<file path="config.mk">
export PLATFORM = sky130hd
export DESIGN_NAME = pin_handshake_receiver
export DESIGN_NICKNAME = d
export VERILOG_FILES = /design/src/rtl/pin_handshake_receiver.sv
export SDC_FILE = /design/constraint.sdc
export NUM_CORES = 1
export LEC_CHECK = 0
export CORE_MARGIN = 2
export CORE_UTILIZATION = 55
export CTS_CLUSTER_SIZE = 12
export DETAILED_ROUTE_END_ITERATION = 10
export PLACE_DENSITY = 0.88
export SLEW_MARGIN = 20
export SYNTH_ARGS = -nofsm -noshare
export SYNTH_HDL_FRONTEND = slang
export SYNTH_SLANG_ARGS = --single-unit
</file>
<file path="constraint.sdc">
create_clock -name clk -period 3.9 [get_ports clk]
set_input_delay 0.975 -clock clk [delete_from_list [all_inputs] [get_ports clk]]
set_output_delay 0.975 -clock clk [all_outputs]
set_load 0.01 [all_outputs]
</file>
<file path="src/rtl/pin_handshake_receiver.sv">
// rtl/pin_handshake_receiver.sv - 4-phase pin receiver into a stream FIFO; PIN_RX_PARITY_EN adds even-parity checking
module pin_handshake_receiver #(
    parameter int bits       = 16,
    parameter int depth_log2 = 2
) (
    input  logic            clk,
    input  logic            rst,
    input  logic [bits-1:0] pins_data,
    input  logic            pins_req,
    output logic            pins_ack,
`ifdef PIN_RX_PARITY_EN
    input  logic            pins_parity,
    output logic            parity_err,
`endif
    output logic [bits-1:0] out1,
    output logic            out1_stb,
    input  logic            out1_ack
);
    localparam int DEPTH = 1 << depth_log2;
    localparam logic [depth_log2:0] FULL_COUNT = (depth_log2 + 1)'(DEPTH);

    typedef enum logic [1:0] {
        IDLE     = 2'd0,
        CAPTURE  = 2'd1,
        WAIT_LOW = 2'd2
    } state_t;

    state_t                r_state;
    state_t                w_state_next;
    logic                  r_req_meta;
    logic                  r_req_s;
    logic                  r_ack;
    logic                  w_ack_next;
    logic                  w_capture;
    logic                  w_word_ok;
    logic                  w_push;
    logic                  w_pop;
    logic                  w_full;
    logic [bits-1:0]       r_mem [DEPTH];
    logic [depth_log2-1:0] r_wr_ptr;
    logic [depth_log2-1:0] r_rd_ptr;
    logic [depth_log2:0]   r_count;

    always_ff @(posedge clk or negedge rst) begin
        if (!rst) begin
            r_req_meta <= 1'b0;
            r_req_s    <= 1'b0;
        end else begin
            r_req_meta <= pins_req;
            r_req_s    <= r_req_meta;
        end
    end

    always_ff @(posedge clk or negedge rst) begin
        if (!rst) begin
            r_state <= IDLE;
            r_ack   <= 1'b0;
        end else begin
            r_state <= w_state_next;
            r_ack   <= w_ack_next;
        end
    end

    // A req that has already vanished by CAPTURE is a glitch: back to IDLE without ack or push.
    always_comb begin
        w_state_next = r_state;
        w_ack_next   = r_ack;
        w_capture    = 1'b0;
        case (r_state)
            IDLE: begin
                if (r_req_s && !w_full) begin
                    w_state_next = CAPTURE;
                end
            end
            CAPTURE: begin
                if (r_req_s) begin
                    w_capture    = 1'b1;
                    w_ack_next   = 1'b1;
                    w_state_next = WAIT_LOW;
                end else begin
                    w_state_next = IDLE;
                end
            end
            WAIT_LOW: begin
                if (!r_req_s) begin
                    w_ack_next   = 1'b0;
                    w_state_next = IDLE;
                end
            end
            default: begin
                w_ack_next   = 1'b0;
                w_state_next = IDLE;
            end
        endcase
    end

`ifdef PIN_RX_PARITY_EN
    logic r_parity_err;

    assign w_word_ok = ~(^{pins_data, pins_parity});

    always_ff @(posedge clk or negedge rst) begin
        if (!rst) begin
            r_parity_err <= 1'b0;
        end else if (w_capture && !w_word_ok) begin
            r_parity_err <= 1'b1;
        end
    end

    assign parity_err = r_parity_err;
`else
    assign w_word_ok = 1'b1;
`endif

    // Only the FSM pushes and it enters CAPTURE only when not full, so a push never overflows.
    assign w_push = w_capture && w_word_ok;
    assign w_pop  = out1_stb && out1_ack;
    assign w_full = (r_count == FULL_COUNT);

    always_ff @(posedge clk or negedge rst) begin
        if (!rst) begin
            for (int i = 0; i < DEPTH; i++) begin
                r_mem[i] <= '0;
            end
            r_wr_ptr <= '0;
            r_rd_ptr <= '0;
            r_count  <= '0;
        end else begin
            if (w_push) begin
                r_mem[r_wr_ptr] <= pins_data;
                r_wr_ptr        <= r_wr_ptr + 1'b1;
            end
            if (w_pop) begin
                r_rd_ptr <= r_rd_ptr + 1'b1;
            end
            if (w_push && !w_pop) begin
                r_count <= r_count + 1'b1;
            end else if (!w_push && w_pop) begin
                r_count <= r_count - 1'b1;
            end
        end
    end

    assign pins_ack = r_ack;
    assign out1     = r_mem[r_rd_ptr];
    assign out1_stb = (r_count != '0);

endmodule

</file>
==> flow_summary.ini, run 1 <==
[synth]
synth.distinct_cells = 23
netlist_instances = 200
ys_seq_area_frac = 0.532
syn_avg_cell_area_um2 = 17.9
synth.cell_area_mm2 = 0.00357
synthesis.nets = 226
synth_seq_cells = 76
synth_warnings = 0

[critical_path]
critical_path_required_ps = 2920
worst_ep_arrival_time_ps = 2210
endpoint_kind = primary output
r2r_end = r_count[2]$_DFFE_PN0P_
worst_setup_path_start_kind = flip-flop
reg2regPathDepth = 8
timing.critical_path.from = r_rd_ptr[1]$_DFFE_PN0P_
critPathMaxFanout = 17
critPathMaxStageDelay_ps = 930
worstReg2RegStart = r_count[0]$_DFFE_PN0P_
timing.critical_path.cells = mux4_2 -> clkdlybuf4s50_1
critPathKind = flip-flop to primary output
critical_path.slowest_cell = sky130_fd_sc_hd__dfrtp_1
r2r_slack_ps = 1630

[floorplan]
design.die.area_mm2 = 0.00716
design.portCount = 38
die_width_um = 84.6
chipHeight_um = 84.6
row_count = 29
initial_utilization = 0.566
core_mm2 = 0.00631

[route]
routed-via-count = 1853
drt_iter0_markers = 126
ant_nets = 0
drc_viols = 0
drt_first_pass_iters = 4
post_dr_wirelength_cell_um = 19.4
route.final.wire_length_mm = 6.28
post_drt_via_cell_ratio = 5.74

[sta]
tightestPinTransition_ps = 932
rsz_0062_raised_after_global_routing = no
period_needed_ps = 3180
hold_viol = 0
max_clock_freq_mhz = 314
min_period_over_period = 0.816
finalClockSkew_ps = 6.60
timing_max_transition_violations_final = 0
slew_headroom = 0.379
timing.setup.tns_ps = 0
setup_viol_count_final = 0
worst_slack_ps = 719

[clocking]
cts_repair_resize_count = 0
clk_pin_slew_ps = 80
h-tree-depth = 3
cts_inserted_buffers = 9
clkSinkCount = 76
worstSkewPairLatency_ps = 360
post-cts-setup-buffers = 0
cts_hold_buf = 0
clock_tree_from_tritoncts = built
max-clock-path-buffers = 2
clock-root-buffer = sky130_fd_sc_hd__clkbuf_8

[finish]
fillCellCount = 436
post_layout_utilization_of_the_core = 0.657
diodes = 0
syn_to_final_growth_pct = 16.0
share_of_post_route_cells_with_drive_strength_above_1 = 0.423
num-nets-final = 267

[flow_run]
maxCapViolCount = 0

[power]
p_sw_frac = 0.301
leakage_nw = 1.85
power.density_cell_area_mw_per_mm2 = 895
power_frac_comb = 0.439
worst_ir_drop_vdd_mv = 0.465
power.switching_w = 0.00112
pwr-share-clk = 0.164
p_int_w = 0.00260
sequentialPowerShare = 0.397

[global_route]
grt_antenna_before_repair = 0
aggregate_global_route_resource_usage = 0.196
grt_remaining_overflow = 0
grt_max_degree = 77
first_global_vias = 2010
wire_length_of_the_first_global_routing_pass_mm = 10.8

[worst_hold_path]
min_to = r_req_s$_DFF_PN0_
worstHoldStart = r_req_meta$_DFF_PN0_
worst_hold_path_type = flip-flop to flip-flop
hold_depth = 0

[place]
globalplace.congestion = 0.726
post-dp-hpwl_mm = 3.85
place_worst_setup_slack_ps = 1090
portBuffers = 37

[status]
result_of_the_run = completed
## flip-flops by register name, indices dropped and copies added (netlist names)
name / flops
r_req_meta: 1
r_rd_ptr: 2
r_req_s: 1
r_mem: 64
pins_ack: 1
r_count: 3
r_wr_ptr: 2
r_state: 2
## synth_stat cells, drive strengths merged
| library cell | n | area (um^2) |
|---|---|---|
| a2111oi | 1 | 8.76 |
| a21oi | 1 | 5.00 |
| and3b | 1 | 8.76 |
| buf | 8 | 118 |
| clkbuf | 1 | 3.75 |
| dfrtp | 76 | 1900 |
| fa | 1 | 20.0 |
| ha | 5 | 62.6 |
| inv | 4 | 15.0 |
| mux2 | 65 | 882 |
| mux4 | 16 | 360 |
| nand2 | 6 | 87.6 |
| nand3 | 1 | 5.00 |
| nand3b | 1 | 7.51 |
| nor2 | 3 | 11.3 |
| o21ai | 2 | 10.0 |
| or3 | 1 | 6.26 |
| xnor2 | 5 | 43.8 |
| xor2 | 2 | 17.5 |
## critical path: cells and delay by family, from the launching register on
family	cells	cell delay (ps)
muxes	1	430
buffers and inverters	1	490
DFF	1	930
## metrics by stage
| step | cells | power (W) | area (um^2) | hold slack [ps] |
|---|---|---|---|---|
| final | 323 | 0.00371 | 4150 | 366 |
| after global routing | 323 | 0.00393 | 4150 | 382 |
| after CTS | 323 | 0.00374 | 4150 | 368 |
| after detailed placement | 307 | 0.00312 | 3950 | 348 |
| after global placement | 307 | 0.00304 | 3950 | 332 |
| after floorplan | 200 | 0.00254 | 3570 | 331 |
## layout by cell type, fill, tap and decap left out, types with 2 or more instances in the layout
cell type                         instances
sky130_fd_sc_hd__dfrtp_1                 76
sky130_fd_sc_hd__o21ai_0                  2
sky130_fd_sc_hd__clkinv_2                 2
sky130_fd_sc_hd__buf_4                    2
sky130_fd_sc_hd__inv_1                    4
sky130_fd_sc_hd__clkdlybuf4s50_1         36
sky130_fd_sc_hd__xnor2_1                  5
sky130_fd_sc_hd__mux4_2                  16
sky130_fd_sc_hd__nand2_1                  2
sky130_fd_sc_hd__mux2_2                  25
sky130_fd_sc_hd__ha_1                     5
sky130_fd_sc_hd__clkbuf_8                10
sky130_fd_sc_hd__nand2_8                  4
sky130_fd_sc_hd__nor2_1                   3
sky130_fd_sc_hd__xor2_1                   2
sky130_fd_sc_hd__clkinvlp_4               2
sky130_fd_sc_hd__mux2_4                  40
## power groups by stage
stage                     combinational [W]  clock (W)  sequential [W]
after floorplan                     0.00120          0         0.00134
after global placement              0.00158          0         0.00146
after detailed placement            0.00163          0         0.00148
after CTS                           0.00165   0.000619         0.00147
after global routing                0.00175   0.000653         0.00153
final                               0.00163   0.000610         0.00147
## kinds of logic (layout without fill, tap and decap cells)
family,after synthesis,count (layout),synth area share
buffers and inverters,13,59,0.0382
and+or+nand+nor,13,13,0.0354
muxes,81,81,0.348
xor gates and xnor gates,7,7,0.0172
AOI/OAI and AO/OA,4,4,0.00665
DFF,76,76,0.532
adders and majority gates,6,6,0.0231
## area by class of cell
cell class / count / area [um^2] / area share
clock buffers: 10 / 138 / 0.0332
clock inverters: 6 / 63.8 / 0.0154
inverters: 4 / 15.0 / 0.00362
multi-input cells: 111 / 1540 / 0.371
flip-flops and latches: 76 / 1900 / 0.459
well taps: 77 / 96.3 / 0.0232
repair buffers: 39 / 395 / 0.0954
## worst max-delay path by stage
stage                           to  slack, ps  depth (start not counted)
final                      out1[6]        720                          2
after floorplan           out1[10]       1590                          3
after CTS                  out1[0]        690                          3
after global routing       out1[6]        610                          3
after detailed placement   out1[0]       1090                          3
after global placement     out1[0]       1110                          3
## layer usage
| layer | global-route usage | part of all wire | up-vias |
|---|---|---|---|
| li1 | - | - | 814 |
| met1 | 0.282 | 0.46 | 986 |
| met2 | 0.292 | 0.48 | 42 |
| met3 | 0.0482 | 0.042 | 11 |
| met4 | 0.0736 | 0.015 | 0 |
| met5 | 0 | 0 | - |
(Power assumes the default switching activity.)
==> inputs of run 2 (changes only) <==
Settings changed: CORE_UTILIZATION 55 to 51, PLACE_DENSITY 0.88 to 0.86.
Clock period 3.9 ns to 2.9 ns, I/O delays scaled along.
==> run 2 against run 1 <==
Via count fell by 2.2%. Sequential power rose by 31%. Clock power up 51%. Clock-buffer cell count grew 2. Critical path depth grew 1. Cell count grew 6.2%. Non-clock buffer count grew 1.
==> flow_summary.ini, run 2 (synthesized netlist as in run 1, its figures left out) <==
[clocking]
h-tree-depth = 3
cts_inserted_buffers = 9
clkSinkCount = 76
clk_pin_slew_ps = 70
clock_tree_from_tritoncts = built
clock-root-buffer = sky130_fd_sc_hd__clkbuf_8
max-clock-path-buffers = 2
cts_repair_resize_count = 0
cts_hold_buf = 0
post-cts-setup-buffers = 0
worstSkewPairLatency_ps = 340

[floorplan]
design.die.area_mm2 = 0.00769
core_mm2 = 0.00679
die_width_um = 87.7
chipHeight_um = 87.7
design.portCount = 38
initial_utilization = 0.526
row_count = 30

[finish]
diodes = 0
largest_register_ff_count = 64
share_of_post_route_cells_with_drive_strength_above_1 = 0.425
most-common-layout-cells = sky130_fd_sc_hd__dfrtp_1, sky130_fd_sc_hd__mux2_4, sky130_fd_sc_hd__clkdlybuf4s50_1
mostFrequentLayoutCell = sky130_fd_sc_hd__dfrtp_1
reg_top3 = r_mem x64, r_count x3
finish.instance_area_mm2 = 0.00421
regMostFlops = r_mem
num-nets-final = 268
syn_to_final_growth_pct = 17.8

[global_route]
grt_max_degree = 77
first_global_vias = 2028
grt_antenna_before_repair = 0
wire_length_of_the_first_global_routing_pass_mm = 10.4
aggregate_global_route_resource_usage = 0.184
grt_remaining_overflow = 0

[sta]
max_clock_freq_mhz = 366
slew_headroom = 0.375
min_period_over_period = 0.942
hold_viol = 0
tightestPinTransition_ps = 937
period_needed_ps = 2730
timing_max_transition_violations_final = 0
rsz_0062_raised_after_global_routing = no
hold_slack_ps = 361
finalClockSkew_ps = 3.60
setup_viol_count_final = 0
timing.setup.tns_ps = 0

[place]
placed_area_mm2 = 0.00398
post-dp-hpwl_mm = 3.83
portBuffers = 37
globalplace.congestion = 0.696

[critical_path]
critical_path_required_ps = 2170
timing.critical_path.cells = buf_12 -> mux4_2 -> clkdlybuf4s50_1
worst_ep_arrival_time_ps = 2010
critPathTopFamily = buffers and inverters
critical_path.slowest_cell = sky130_fd_sc_hd__mux4_2
r2r_slack_ps = 800
endpoint_kind = primary output
critPathMaxFanout = 16
worst_setup_path_start_kind = flip-flop
worst-path-buf-inv = 2
critPathKind = flip-flop to primary output
critPathMaxStageDelay_ps = 530

[route]
post_dr_wirelength_cell_um = 17.6
post_drt_via_cell_ratio = 5.29
routed-via-count = 1813
drt_first_pass_iters = 4
drc_viols = 0
drt_iter0_markers = 107
ant_nets = 0
route.final.wire_length_mm = 6.05

[power]
p_sw_frac = 0.286
p_int_w = 0.00363
leakage_nw = 1.88
power.switching_w = 0.00145
power_frac_comb = 0.439
power.density_cell_area_mw_per_mm2 = 1210
worst_ir_drop_vdd_mv = 0.580
sequentialPowerShare = 0.380
pwr-share-clk = 0.181

[status]
result_of_the_run = completed

[worst_hold_path]
worst_hold_path_type = flip-flop to flip-flop

[flow_run]
maxCapViolCount = 0
run 2: changes by cell type in the layout (fill, tap and decap cells not counted):
cell,change
sky130_fd_sc_hd__clkbuf_8,+2
sky130_fd_sc_hd__bufinv_16,+1
sky130_fd_sc_hd__clkinv_4,-1
sky130_fd_sc_hd__buf_4,+1
sky130_fd_sc_hd__clkinvlp_4,-2
run 2: area by class of cell:
type / count / area (um^2)
repair buffers: 40 / 403
well taps: 96 / 120
multi-input cells: 111 / 1540
clock buffers: 12 / 165
inverters: 4 / 15.0
clock inverters: 4 / 70.1
flip-flops and latches: 76 / 1900
fillers: 494 / 2580
run 2: power groups by stage:
stage	Combinational [W]	Sequential, W	Clock, W
6_report	0.00223	0.00193	0.000920
3_3_place_gp	0.00220	0.00192	0
2_1_floorplan	0.00161	0.00181	0
3_5_place_dp	0.00226	0.00193	0
5_1_grt	0.00240	0.00200	0.000994
4_1_cts	0.00227	0.00193	0.000944
run 2: layer usage:
metal,share of wire,global-route usage
met3,0.031,0.0566
met2,0.52,0.300
met1,0.44,0.235
met4,0.012,0.0643
met5,0,0
run 2: through the flow:
stage,utilization,power [W],setup slack [ps],instances
floorplan,-,0.00341,837,200
global placement,0.585,0.00412,517,327
detailed placement,0.585,0.00419,484,327
CTS,0.620,0.00515,123,343
global route,0.620,0.00539,70.9,343
finish,0.620,0.00508,169,343
run 2: worst paths after layout:
| path | from | to | cells past startpoint |
|---|---|---|---|
| max | r_rd_ptr[0]$_DFFE_PN0P_ | out1[15] | 3 |
| min | r_req_meta$_DFF_PN0_ | r_req_s$_DFF_PN0_ | 0 |
| max reg2reg | r_count[0]$_DFFE_PN0P_ | r_count[2]$_DFFE_PN0P_ | 8 |
| min reg2reg | r_req_meta$_DFF_PN0_ | r_req_s$_DFF_PN0_ | 0 |
| max in group asynchronous | rst | r_mem[38]$_DFFE_PN0P_ | 1 |
| min in group asynchronous | rst | r_mem[17]$_DFFE_PN0P_ | 1 |
==> inputs of run 3 (changes only) <==
Settings changed: CAP_MARGIN set to 0.
==> results of run 3 <==
Final layout, timing and power as in run 2 (identical DEF).
